==> src/rtl/frame_pad_inserter_pkg.sv <==
// Shared ISP constants for the frame pad inserter.
// Holds the pad-mode encodings, the FSM state codes and the border helper.
package frame_pad_inserter_pkg;

  typedef logic [1:0] pad_mode_t;
  typedef logic [2:0] state_t;

  localparam pad_mode_t PAD_ZERO  = 2'd0;
  localparam pad_mode_t PAD_CONST = 2'd1;
  localparam pad_mode_t PAD_EDGE  = 2'd2;

  localparam state_t ST_IDLE   = 3'd0;
  localparam state_t ST_TOP    = 3'd1;
  localparam state_t ST_LEFT   = 3'd2;
  localparam state_t ST_BODY   = 3'd3;
  localparam state_t ST_RIGHT  = 3'd4;
  localparam state_t ST_BOTTOM = 3'd5;
  localparam state_t ST_DONE   = 3'd6;

  function automatic int border_of(input int kernel_size);
    return (kernel_size - 1) / 2;
  endfunction

endpackage

==> src/rtl/frame_pad_inserter_pad_counter.sv <==
// Raster position of the next output pixel to be transferred.
// x wraps at the end of a padded row; y saturates one past the last padded row.
module pad_counter #(
  parameter int X_COUNT = 6,
  parameter int Y_COUNT = 5,
  parameter int XW      = 3,
  parameter int YW      = 3
) (
  input  logic          clk,
  input  logic          reset,
  input  logic          clear,
  input  logic          advance,
  output logic [XW-1:0] x,
  output logic [YW-1:0] y,
  output logic          row_end
);

  localparam logic [XW-1:0] X_LAST = XW'(X_COUNT - 1);
  localparam logic [YW-1:0] Y_END  = YW'(Y_COUNT);

  assign row_end = (x == X_LAST);

  always_ff @(posedge clk or posedge reset) begin
    if (reset) begin
      x <= '0;
      y <= '0;
    end else if (clear) begin
      x <= '0;
      y <= '0;
    end else if (advance) begin
      if (row_end) begin
        x <= '0;
        if (y != Y_END) y <= y + 1'b1;
      end else begin
        x <= x + 1'b1;
      end
    end
  end

endmodule

==> src/rtl/frame_pad_inserter.sv <==
// Surrounds each incoming frame with a B-pixel border (zero, constant or edge-replicated).
// State and counters track transferred pixels; the registered output holds the pixel at that position.
module frame_pad_inserter
  import frame_pad_inserter_pkg::*;
#(
  parameter int WIDTH       = 320,
  parameter int HEIGHT      = 240,
  parameter int KERNEL_SIZE = 7,
  parameter int CHANNELS    = 3,
  parameter int DATA_W      = 8
) (
  input  logic                         clk,
  input  logic                         reset,
  input  logic                         newFrame,
  input  logic [1:0]                   padMode,
  input  logic [CHANNELS*DATA_W-1:0]   padValue,
  input  logic                         iValid,
  input  logic [CHANNELS*DATA_W-1:0]   iData,
  output logic                         oReady,
  output logic                         oValid,
  output logic [CHANNELS*DATA_W-1:0]   oData,
  input  logic                         iReady,
  output logic                         oDone,
  output logic                         oBusy
);

  localparam int PW = CHANNELS * DATA_W;
  localparam int B  = border_of(KERNEL_SIZE);
  localparam int TW = WIDTH + 2 * B;
  localparam int TH = HEIGHT + 2 * B;
  localparam int XW = $clog2(TW + 1);
  localparam int YW = $clog2(TH + 1);

  localparam logic [XW-1:0] X_LEFT_LAST = XW'(B - 1);
  localparam logic [XW-1:0] X_BODY_LAST = XW'(B + WIDTH - 1);
  localparam logic [YW-1:0] Y_TOP_LAST  = YW'(B - 1);
  localparam logic [YW-1:0] Y_ACT_LAST  = YW'(B + HEIGHT - 1);
  localparam logic [YW-1:0] Y_BOT_LAST  = YW'(TH - 1);

  state_t          state, nxt_state, tgt_state;
  pad_mode_t       mode_cap;
  logic [PW-1:0]   pad_cap, edge_hold, pad_pixel, load_data;
  logic            edge_held, mode_edge, load_valid;
  logic            xfer, can_load, accept, start;
  logic [XW-1:0]   x;
  logic [YW-1:0]   y;
  logic            row_end;

  assign xfer     = oValid && iReady;
  assign can_load = !oValid || iReady;
  assign start    = (state == ST_IDLE) && newFrame;
  assign accept   = oReady && iValid;
  assign oDone    = (state == ST_DONE);
  assign oBusy    = (state != ST_IDLE) && (state != ST_DONE);

  pad_counter #(
    .X_COUNT (TW),
    .Y_COUNT (TH),
    .XW      (XW),
    .YW      (YW)
  ) u_pad_counter (
    .clk     (clk),
    .reset   (reset),
    .clear   (start),
    .advance (xfer),
    .x       (x),
    .y       (y),
    .row_end (row_end)
  );

  always_comb begin
    nxt_state = state;
    case (state)
      ST_TOP:    if (row_end && y == Y_TOP_LAST) nxt_state = ST_LEFT;
      ST_LEFT:   if (x == X_LEFT_LAST) nxt_state = ST_BODY;
      ST_BODY:   if (x == X_BODY_LAST) nxt_state = ST_RIGHT;
      ST_RIGHT:  if (row_end) nxt_state = (y == Y_ACT_LAST) ? ST_BOTTOM : ST_LEFT;
      ST_BOTTOM: if (row_end && y == Y_BOT_LAST) nxt_state = ST_DONE;
      default:   nxt_state = state;
    endcase
  end

  // The pixel to load is the one at the position that follows any transfer happening now.
  assign tgt_state = xfer ? nxt_state : state;
  assign pad_pixel = (mode_cap == PAD_CONST) ? pad_cap : '0;
  assign mode_edge = (mode_cap == PAD_EDGE);

  always_comb begin
    oReady     = 1'b0;
    load_valid = 1'b0;
    load_data  = pad_pixel;
    if (can_load) begin
      case (tgt_state)
        ST_TOP, ST_BOTTOM: load_valid = 1'b1;
        ST_LEFT: begin
          if (mode_edge && !edge_held) begin
            oReady     = 1'b1;
            load_valid = iValid;
            load_data  = iData;
          end else begin
            load_valid = 1'b1;
            load_data  = mode_edge ? edge_hold : pad_pixel;
          end
        end
        ST_BODY: begin
          if (mode_edge && edge_held) begin
            load_valid = 1'b1;
            load_data  = edge_hold;
          end else begin
            oReady     = 1'b1;
            load_valid = iValid;
            load_data  = iData;
          end
        end
        ST_RIGHT: begin
          load_valid = 1'b1;
          load_data  = mode_edge ? edge_hold : pad_pixel;
        end
        default: load_valid = 1'b0;
      endcase
    end
  end

  always_ff @(posedge clk or posedge reset) begin
    if (reset) begin
      state <= ST_IDLE;
    end else begin
      case (state)
        ST_IDLE: if (newFrame) state <= ST_TOP;
        ST_DONE: state <= ST_IDLE;
        default: if (xfer) state <= nxt_state;
      endcase
    end
  end

  always_ff @(posedge clk or posedge reset) begin
    if (reset) begin
      mode_cap <= PAD_ZERO;
      pad_cap  <= '0;
    end else if (start) begin
      mode_cap <= padMode;
      pad_cap  <= padValue;
    end
  end

  // edge_hold doubles as first-pixel store (left pads, body 0) and last-pixel store (right pads).
  always_ff @(posedge clk or posedge reset) begin
    if (reset) begin
      edge_hold <= '0;
      edge_held <= 1'b0;
    end else begin
      if (start)
        edge_held <= 1'b0;
      else if (accept && tgt_state == ST_LEFT)
        edge_held <= 1'b1;
      else if (can_load && tgt_state == ST_BODY && mode_edge && edge_held)
        edge_held <= 1'b0;
      if (accept) edge_hold <= iData;
    end
  end

  always_ff @(posedge clk or posedge reset) begin
    if (reset) begin
      oValid <= 1'b0;
      oData  <= '0;
    end else if (can_load) begin
      oValid <= load_valid;
      if (load_valid) oData <= load_data;
    end
  end

endmodule

==> config.mk <==
export PLATFORM = sky130hd
export DESIGN_NAME = frame_pad_inserter
export DESIGN_NICKNAME = d
export VERILOG_FILES = /design/src/rtl/frame_pad_inserter_pkg.sv /design/src/rtl/frame_pad_inserter_pad_counter.sv /design/src/rtl/frame_pad_inserter.sv
export SDC_FILE = /design/constraint.sdc
export NUM_CORES = 1
export LEC_CHECK = 0
export CAP_MARGIN = 20
export CORE_ASPECT_RATIO = 0.7
export CORE_MARGIN = 5
export CORE_UTILIZATION = 60
export CTS_BUF_LIST = sky130_fd_sc_hd__clkbuf_4
export CTS_CLUSTER_DIAMETER = 150
export DETAILED_ROUTE_END_ITERATION = 6
export PLACE_DENSITY = 0.95
export SLEW_MARGIN = 20
export SYNTH_ARGS = -nofsm -noshare
export SYNTH_HDL_FRONTEND = slang
export SYNTH_SLANG_ARGS = --single-unit
==> constraint.sdc <==
create_clock -name clk -period 7.5 [get_ports clk]
set_input_delay 2.25 -clock clk [delete_from_list [all_inputs] [get_ports clk]]
set_output_delay 2.25 -clock clk [all_outputs]
set_load 0.02 [all_outputs]
# After elaboration in Yosys (flattened, before gate mapping)
# Index checks and enable logic that the tools add are counted.
word_totals:
  ff_bits: 96
  output_inout_bits: 28
classes:
  reduce_logical: 24
  mux: 33
  n_addsub: 2
  eq_ne: 22
op_table:
  columns: ["op", "n"]
  rows:
  - ["two-way mux 24 bit", 4]
  - ["case mux 24 bit (3 select lines)", 1]
  - ["two-way mux 8 bit", 4]
  - ["two-way mux 9 bit", 3]
  - ["two-way mux 3 bit", 8]
  - ["equality test 9 bit (second input constant)", 2]
  - ["equality test 8 bit (second input constant)", 2]
  - ["equality test 3 bit (second input constant)", 5]
  - ["case mux 3 bit (5 select lines)", 1]
  - ["equality test 3 x 2 -> 1 bit (second input constant)", 4]
  - ["logical AND 1 bit", 12]
  - ["adder 9 x 1 -> 9 bit (second input constant)", 1]
  - ["equality test 9 x 2 -> 1 bit (second input constant)", 1]
  - ["two-way mux 1 bit", 9]
  - ["adder 8 x 1 -> 8 bit (second input constant)", 1]
  - ["equality test 8 x 2 -> 1 bit (second input constant)", 1]
  - ["!= test 8 bit (second input constant)", 1]
  - ["equality test 3 x 1 -> 1 bit (second input constant)", 2]
  - ["case mux 3 bit (2 select lines)", 1]
  - ["nonzero test 2 bit", 3]
  - ["nonzero test 3 bit", 2]
  - ["logical NOT 3 bit", 1]
  - ["!= test 3 bit (second input constant)", 1]
  - ["case mux 1 bit (3 select lines)", 1]
  - ["9 further kinds", 10]

# Longest topological paths before layout
# Gate-level depths: netlist of the first run.
depth:
  word_depth: 12
  depth_mapped: 11

# Cells and area by module
# From an unflattened synthesis of the first run, not the netlist that was laid out.
hier_totals:
  hier_cells: 575
  area_unflattened_um2: 5778.0
by_module_without_submodules:
  columns: ["module", "area_each_um2", "cells_per_inst", "seq_area_each_um2", "n_inst"]
  rows:
  - ["frame_pad_inserter", 4799.6, 468, 1976.9, 1]
  - ["pad_counter", 978.4, 107, 425.4, 1]

# Worst setup path before layout of the first run
# OpenSTA, ideal clock, no wires.
synth_path:
  path_type: "in2out"
  startpoint: "in iReady"
  endpoint: "out oReady"
  cell_stages: 5
  n_path_buf: 0
  arrival_ns: 3.553
  path_slack_ns: 1.697
  path_cell_list: "nand2_1 > o41ai_4 > o211ai_4 > nor2_4 > and3_2"
synth_via:
  elab_chain_cells: 5
  word_cells_on_any_way: 7
  cone_classes: "eq/ne: 2; mux: 3; reduce/logical: 2"
synth_rtl:
  columns: ["element", "line_no", "text"]
  rows:
  - ["from (decl)", "frame_pad_inserter.sv:22", "input logic iReady,"]
  - ["logical AND 1 bit", "frame_pad_inserter.sv:49", "assign xfer = oValid && iReady;"]
  - ["two-way mux 3 bit", null, null]
  - ["equality test 3 x 2 -> 1 bit", "frame_pad_inserter.sv:93", "case (tgt_state)"]
  - ["case mux 1 bit (2 select lines)", "frame_pad_inserter.sv:93", null]
  - ["two-way mux 1 bit *", "frame_pad_inserter.sv:92", "if (can_load) begin"]
  - ["to (decl)", "frame_pad_inserter.sv:19", "output logic oReady,"]
# Mark *: on every way between the ends. The rest lies on a longest branch, timed or not.

# Worst setup path after layout of the first run
# Ends and elaborated chain as after synthesis.

==> reports/results.tsv, run 1 <==
metric	value	unit
status	complete, no violations	
fin_nets	747	
drcViolationCount	0	
cts-resized-gates	0	
synth_top_family_by_area	compound AO/OA/AOI/OAI gates	
end_kind	primary output	
clk_pin_slew_worst_paths	0.16	ns
yosys.area_share.adder	1.27	%
antenna_found_initial	0	
synthArstFlopShare	100	%
p_leak	0.00301	µW
clock_latency	0.49	ns
synth-edff-count	0	
crit_start	iReady	
fin_util	71.9	%
reg2reg_slack	3.43	ns
ir_worst_vdd	0.000218	V
r2r_end	oData[17]	
vias	5414	
io_pins	83	
ctsHoldBuffers	0	
drt_pass1_iterations	5	
clkSinkCount	96	
synth_cell_types	71	
drt_iter0_drc	694	
hold_viol	0	
synth_area_per_cell	9.44	µm²
start_util	61.3	%
synth_common_cells	nand2_1, dfrtp_1, a21oi_1, o21ai_0, nor2_1	
cp_data_required_time	5.25	ns
synthesis.nets	687	
die_area	0.0120	mm²
synth_top_area_share	40.6	%
reg2regPathDepth	9	
drv_cap	0	
overflow	0	
slew_headroom	31.1	%
clockBufferDepth	2	
holdWs	0.498	ns
min_path_type	register to register	
yosys_register_bits	96	
rows	30	
antenna_cells	0	
path_class	primary input to primary output	
grt_util_all_layers	29.1	%
post-cts-setup-buffers	0	
finalWirelength	17.0	mm
pwr_density_cell	402	mW/mm²
synth-compound-area-share	20.9	%
synth_top_cell_by_area	dfrtp_1	
rsz0062_at_grt	no	
dieWidth	129	µm
crit_arrival	4.63	ns
period_needed	6.88	ns
syn_area	0.00591	mm²
fin_setup_tns	0	ns
htreeDepth	3	
synth_cells	626	
cp_max_fo	9	
fmax	0.145	GHz
worst_pin_slew	1.03	ns
synth_area_leaders	dfrtp_1, nand2_1, mux2_2	
grt_first_pass_wirelength	27.5	mm
start_kind	primary input	
cp-endpoint	oReady	
final_max_slew_viol_count	0	
skew	0.0148	ns
detail_route.wl_per_cell	20.7	µm
port_buffers	82	
drive_gt1_share	13.9	%
setup_viol	0	
avgViaCountPerCell	6.61	
clockRootBuffer	clkbuf_4	
cts_tree	yes	
synth_xor_area_share	1.33	%
syn_to_final_growth	17.3	%
dpl.hpwl	11.4	mm
synth_flop_cell	dfrtp_1	
fp.dieH	93.1	µm
place_ws	0.641	ns
numCtsBuffers	9	
r2r_start	u_pad_counter.y[0]	
grt_pass1_vias	5517	
grt_max_degree	58	
ys_seq_area_share	40.6	%
synth-simple-area-share	20.6	%
gp_congestion	0.942	
muxShareOfSynthArea	11.4	%
synth_most_common_cell	nand2_1	
postLayoutSetupSlackWorst	0.616	ns
synth_warnings	0	
ant_nets	0	
period_share	91.8	%
core	0.00965	mm²
==> routing by layer <==
metal	part of all wire [%]	track usage (%)
met4	2.9	13.4
met2	45	43.2
met1	41	40.2
met3	11	7.25
met5	0	0
==> cell families after synthesis <==
kind of cell / after synthesis
DFF: 96
muxes: 57
xor gates and xnor gates: 9
AOI/OAI and AO/OA: 163
buffers and inverters: 49
adders and majority gates: 6
and+or+nand+nor: 246
==> final cells by class <==
cell class,count,area [µm²]
tap,128,160
fill,661,2710
timing repair buffer,90,881
multi-input combinational,481,3310
sequential,96,2400
clock inverter,6,76.3
inverter,8,32.5
clock buffer,10,75.1
==> registers in the layout (all words and copies together) (netlist names) <==
name	cells
pad_cap	24
state	3
oValid	1
edge_hold	24
mode_cap	2
oData	24
edge_held	1
u_pad_counter.x	9
u_pad_counter.y	8
==> layout by cell type, fill, tap and decap left out, drive strengths merged, types with 3 or more instances in the layout <==
cell type	n
and3	11
clkbuf	10
xor2	7
clkdlybuf4s50	82
nand4	6
a211oi	4
nand3	7
nor3	5
o31ai	19
or3	20
nor2b	5
buf	8
nor2	32
mux2	39
o21ai	30
ha	6
a32oi	10
mux2i	18
o211ai	19
and2	4
or2	3
inv	11
a21oi	33
a22o	23
a31oi	11
dfrtp	96
nand2	133
==> worst min-delay path by stage <==
stage | slack (ns) | depth (start not counted) | start | endpoint
final | 0.50 | 2 | pad_cap[7] | pad_cap[7]
after global routing | 0.53 | 2 | pad_cap[13] | pad_cap[13]
after CTS | 0.50 | 2 | pad_cap[7] | pad_cap[7]
after detailed placement | 0.46 | 2 | pad_cap[7] | pad_cap[7]
after global placement | 0.46 | 2 | pad_cap[5] | pad_cap[5]
after floorplan | 0.45 | 2 | pad_cap[10] | pad_cap[10]
==> power by group <==
part           leakage, µW  internal, µW  switching (µW)
Sequential         0.00120           740             207
Clock            0.0000835           111             191
Combinational      0.00172           656             881
Total              0.00301          1510            1280
==> stage by stage <==
step                      area, µm²  total power (µW)  std cells
after floorplan                5910              1980        626
after global placement         6770              2360        803
after detailed placement       6770              2440        803
after CTS                      6920              2750        819
after global routing           6940              2940        819
final                          6940              2790        819
==> worst max-delay path, stage by stage <==
cell	delay (ns)
clkdlybuf4s50_1	0.55
nand2_1	0.24
o41ai_4	0.49
o211ai_4	0.14
nor2_4	0.17
and3_2	0.20
clkdlybuf4s50_1	0.60
(Power assumes the default switching activity.)
==> run 2, diff against run 1 <==
--- a/config.mk
+++ b/config.mk
@@ -5,6 +5,7 @@
 export SDC_FILE = /design/constraint.sdc
 export NUM_CORES = 1
 export LEC_CHECK = 0
+export ABC_CLOCK_PERIOD_IN_PS = 7500
 export CAP_MARGIN = 20
 export CORE_ASPECT_RATIO = 0.7
 export CORE_MARGIN = 5
@@ -13,6 +14,7 @@
 export CTS_CLUSTER_DIAMETER = 150
 export DETAILED_ROUTE_END_ITERATION = 6
 export PLACE_DENSITY = 0.95
+export RECOVER_POWER = 100
 export SLEW_MARGIN = 20
 export SYNTH_ARGS = -nofsm -noshare
 export SYNTH_HDL_FRONTEND = slang
==> run 2 against run 1 <==
Compared with the run above: the flow now finishes with violations (design-rule violations, max-capacitance violations, max-slew violations); critical path depth is the same; flip-flop and latch count is the same; via count grew 0.28%; core utilization shrank 1.2 points; worst hold slack gained 0.0082 ns; non-clock buffer count is the same.
==> reports/results.tsv, run 2 (same netlist as run 1, synthesis figures left out) <==
metric	value	unit	change
vias	5429		+0.28%
path_cells	dlygate4sd3_1, nand2_1, o41ai_4, o211ai_1, nor2_4, and3_2, dlygate4sd3_1		
syn_to_final_growth	15.4	%	
final_common_cell	nand2_1		
die_area	0.0120	mm²	unchanged
period_needed	7.01	ns	+0.126 ns
hold_viol	0		unchanged
drv_cap	5		+5
fp.dieH	93.1	µm	unchanged
post-cts-setup-buffers	0		unchanged
cts-resized-gates	0		unchanged
detail_route.wl_per_cell	20.8	µm	+0.48%
final_max_slew_viol_count	190		+190
path_class	primary input to primary output		
cp-endpoint	oReady		
end_kind	primary output		
dieWidth	129	µm	unchanged
numCtsBuffers	9		unchanged
slew_headroom	-74.4	%	-110 points
reg2reg_slack	2.79	ns	-0.64 ns
drcViolationCount	3		+3
finalWirelength	17.1	mm	+0.48%
top_regs	edge_hold (24), oData (24), pad_cap (24)		
skew	0.0183	ns	+0.00347 ns
cp_max_fo	9		unchanged
ir_worst_vdd	0.000210	V	-3.3%
grt_max_degree	58		unchanged
fin_nets	747		unchanged
postLayoutSetupSlackWorst	0.490	ns	-0.126 ns
period_share	93.5	%	+1.7 points
cp_data_required_time	5.25	ns	about the same
dpl.hpwl	11.4	mm	unchanged
fin_area	0.00683	mm²	-1.6%
clockRootBuffer	clkbuf_4		
antenna_found_initial	0		unchanged
clk_pin_slew_worst_paths	0.16	ns	about the same
clockBufferDepth	2		unchanged
pwr_density_cell	396	mW/mm²	-1.4%
r2r_end	oData[17]		
crit_top_cell	dlygate4sd3_1		
cts_tree	yes		
r2r_start	u_pad_counter.y[0]		
ctsHoldBuffers	0		unchanged
io_pins	83		unchanged
start_util	61.3	%	unchanged
port_buffers	82		unchanged
crit_arrival	4.76	ns	+0.13 ns
core	0.00965	mm²	unchanged
grt_first_pass_wirelength	27.5	mm	unchanged
start_kind	primary input		
p_leak	0.00295	µW	-1.9%
avgViaCountPerCell	6.63		+0.28%
drt_iter0_drc	583		-16%
grt_util_all_layers	29.1	%	unchanged
ant_nets	0		unchanged
max_stage_delay	0.67	ns	+0.07 ns
fin_setup_tns	0	ns	unchanged
grt_pass1_vias	5517		unchanged
crit_start	iReady		
mostFrequentLayoutCells	nand2_1, dfrtp_1, clkdlybuf4s50_1, a21oi_1, dlygate4sd3_1		
drt_pass1_iterations	7		+2
register_area	0.00240	mm²	unchanged
clock_latency	0.50	ns	about the same
multi_input_area	0.00321	mm²	-3.0%
status	finished, violations left		
fill_cells	689		+4.2%
min_path_type	register to register		
placed_area	0.00677	mm²	unchanged
fmax	0.143	GHz	-1.8%
gp_congestion	0.942		unchanged
holdWs	0.507	ns	+0.00815 ns
rsz0062_at_grt	no		
overflow	0		unchanged
crit_slowest_cell	dlygate4sd3_1		
clkSinkCount	96		unchanged
reg2regPathDepth	10		+1
rows	30		unchanged
worst_pin_slew	2.60	ns	+1.57 ns
violations	design-rule violations, max-capacitance violations, max-slew violations		
htreeDepth	3		unchanged
antenna_cells	0		unchanged
setup_viol	0		unchanged
drive_gt1_share	10.6	%	-3.3 points
place_ws	0.641	ns	unchanged
==> run 2: cell count changes in the layout (fill, tap and decap cells not counted), sizes merged <==
cell and change:
dlygate4sd3 +31, clkinvlp +1, inv -1, clkbuf +3, buf -3, clkdlybuf4s50 -31
==> run 2: metrics by stage <==
step                      instances  utilization, %  total power [µW]
after floorplan                 626               -              1980
after global placement          803            70.2              2360
after detailed placement        803            70.2              2440
after CTS                       819            71.8              2750
after global routing            819            70.8              2850
final                           819            70.8              2700
==> run 2: worst min path at each step <==
stage	slack, ns	end	start	cells past startpoint
6_report	0.51	pad_cap[7]	pad_cap[7]	2
5_1_grt	0.53	pad_cap[13]	pad_cap[13]	2
4_1_cts	0.50	pad_cap[7]	pad_cap[7]	2
3_5_place_dp	0.46	pad_cap[7]	pad_cap[7]	2
3_3_place_gp	0.46	pad_cap[5]	pad_cap[5]	2
2_1_floorplan	0.45	pad_cap[10]	pad_cap[10]	2
==> run 2: final cells by class <==
type / instances / share of cell area [%]
Tap cell: 128 / 2.35
Sequential cell: 96 / 35.2
Clock buffer: 10 / 1.10
Inverter: 8 / 0.458
Clock inverter: 6 / 1.12
Timing Repair Buffer: 90 / 12.7
Multi-Input combinational cell: 481 / 47.0
==> run 2: power breakdown <==
group / total, µW / internal, µW / switching [µW]
clock network: 307 / 111 / 196
logic: 1450 / 584 / 868
registers: 942 / 740 / 202
==> run 2: layer usage <==
layer	wire length, µm	part of all wire, %	vias to the layer above	global-route usage [%]
met1	7080	41	2616	40.2
met2	7680	45	353	43.2
met5	0	0	-	0
met3	1860	11	61	7.25
met4	441	2.6	0	13.4
li1	-	-	2399	-
==> run 2: worst max-delay path: cells and delay by family <==
kind	cells	cell delay (ns)
buffers and inverters	2	1.29
AOI/OAI and AO/OA	2	0.64
and+or+nand+nor	3	0.59
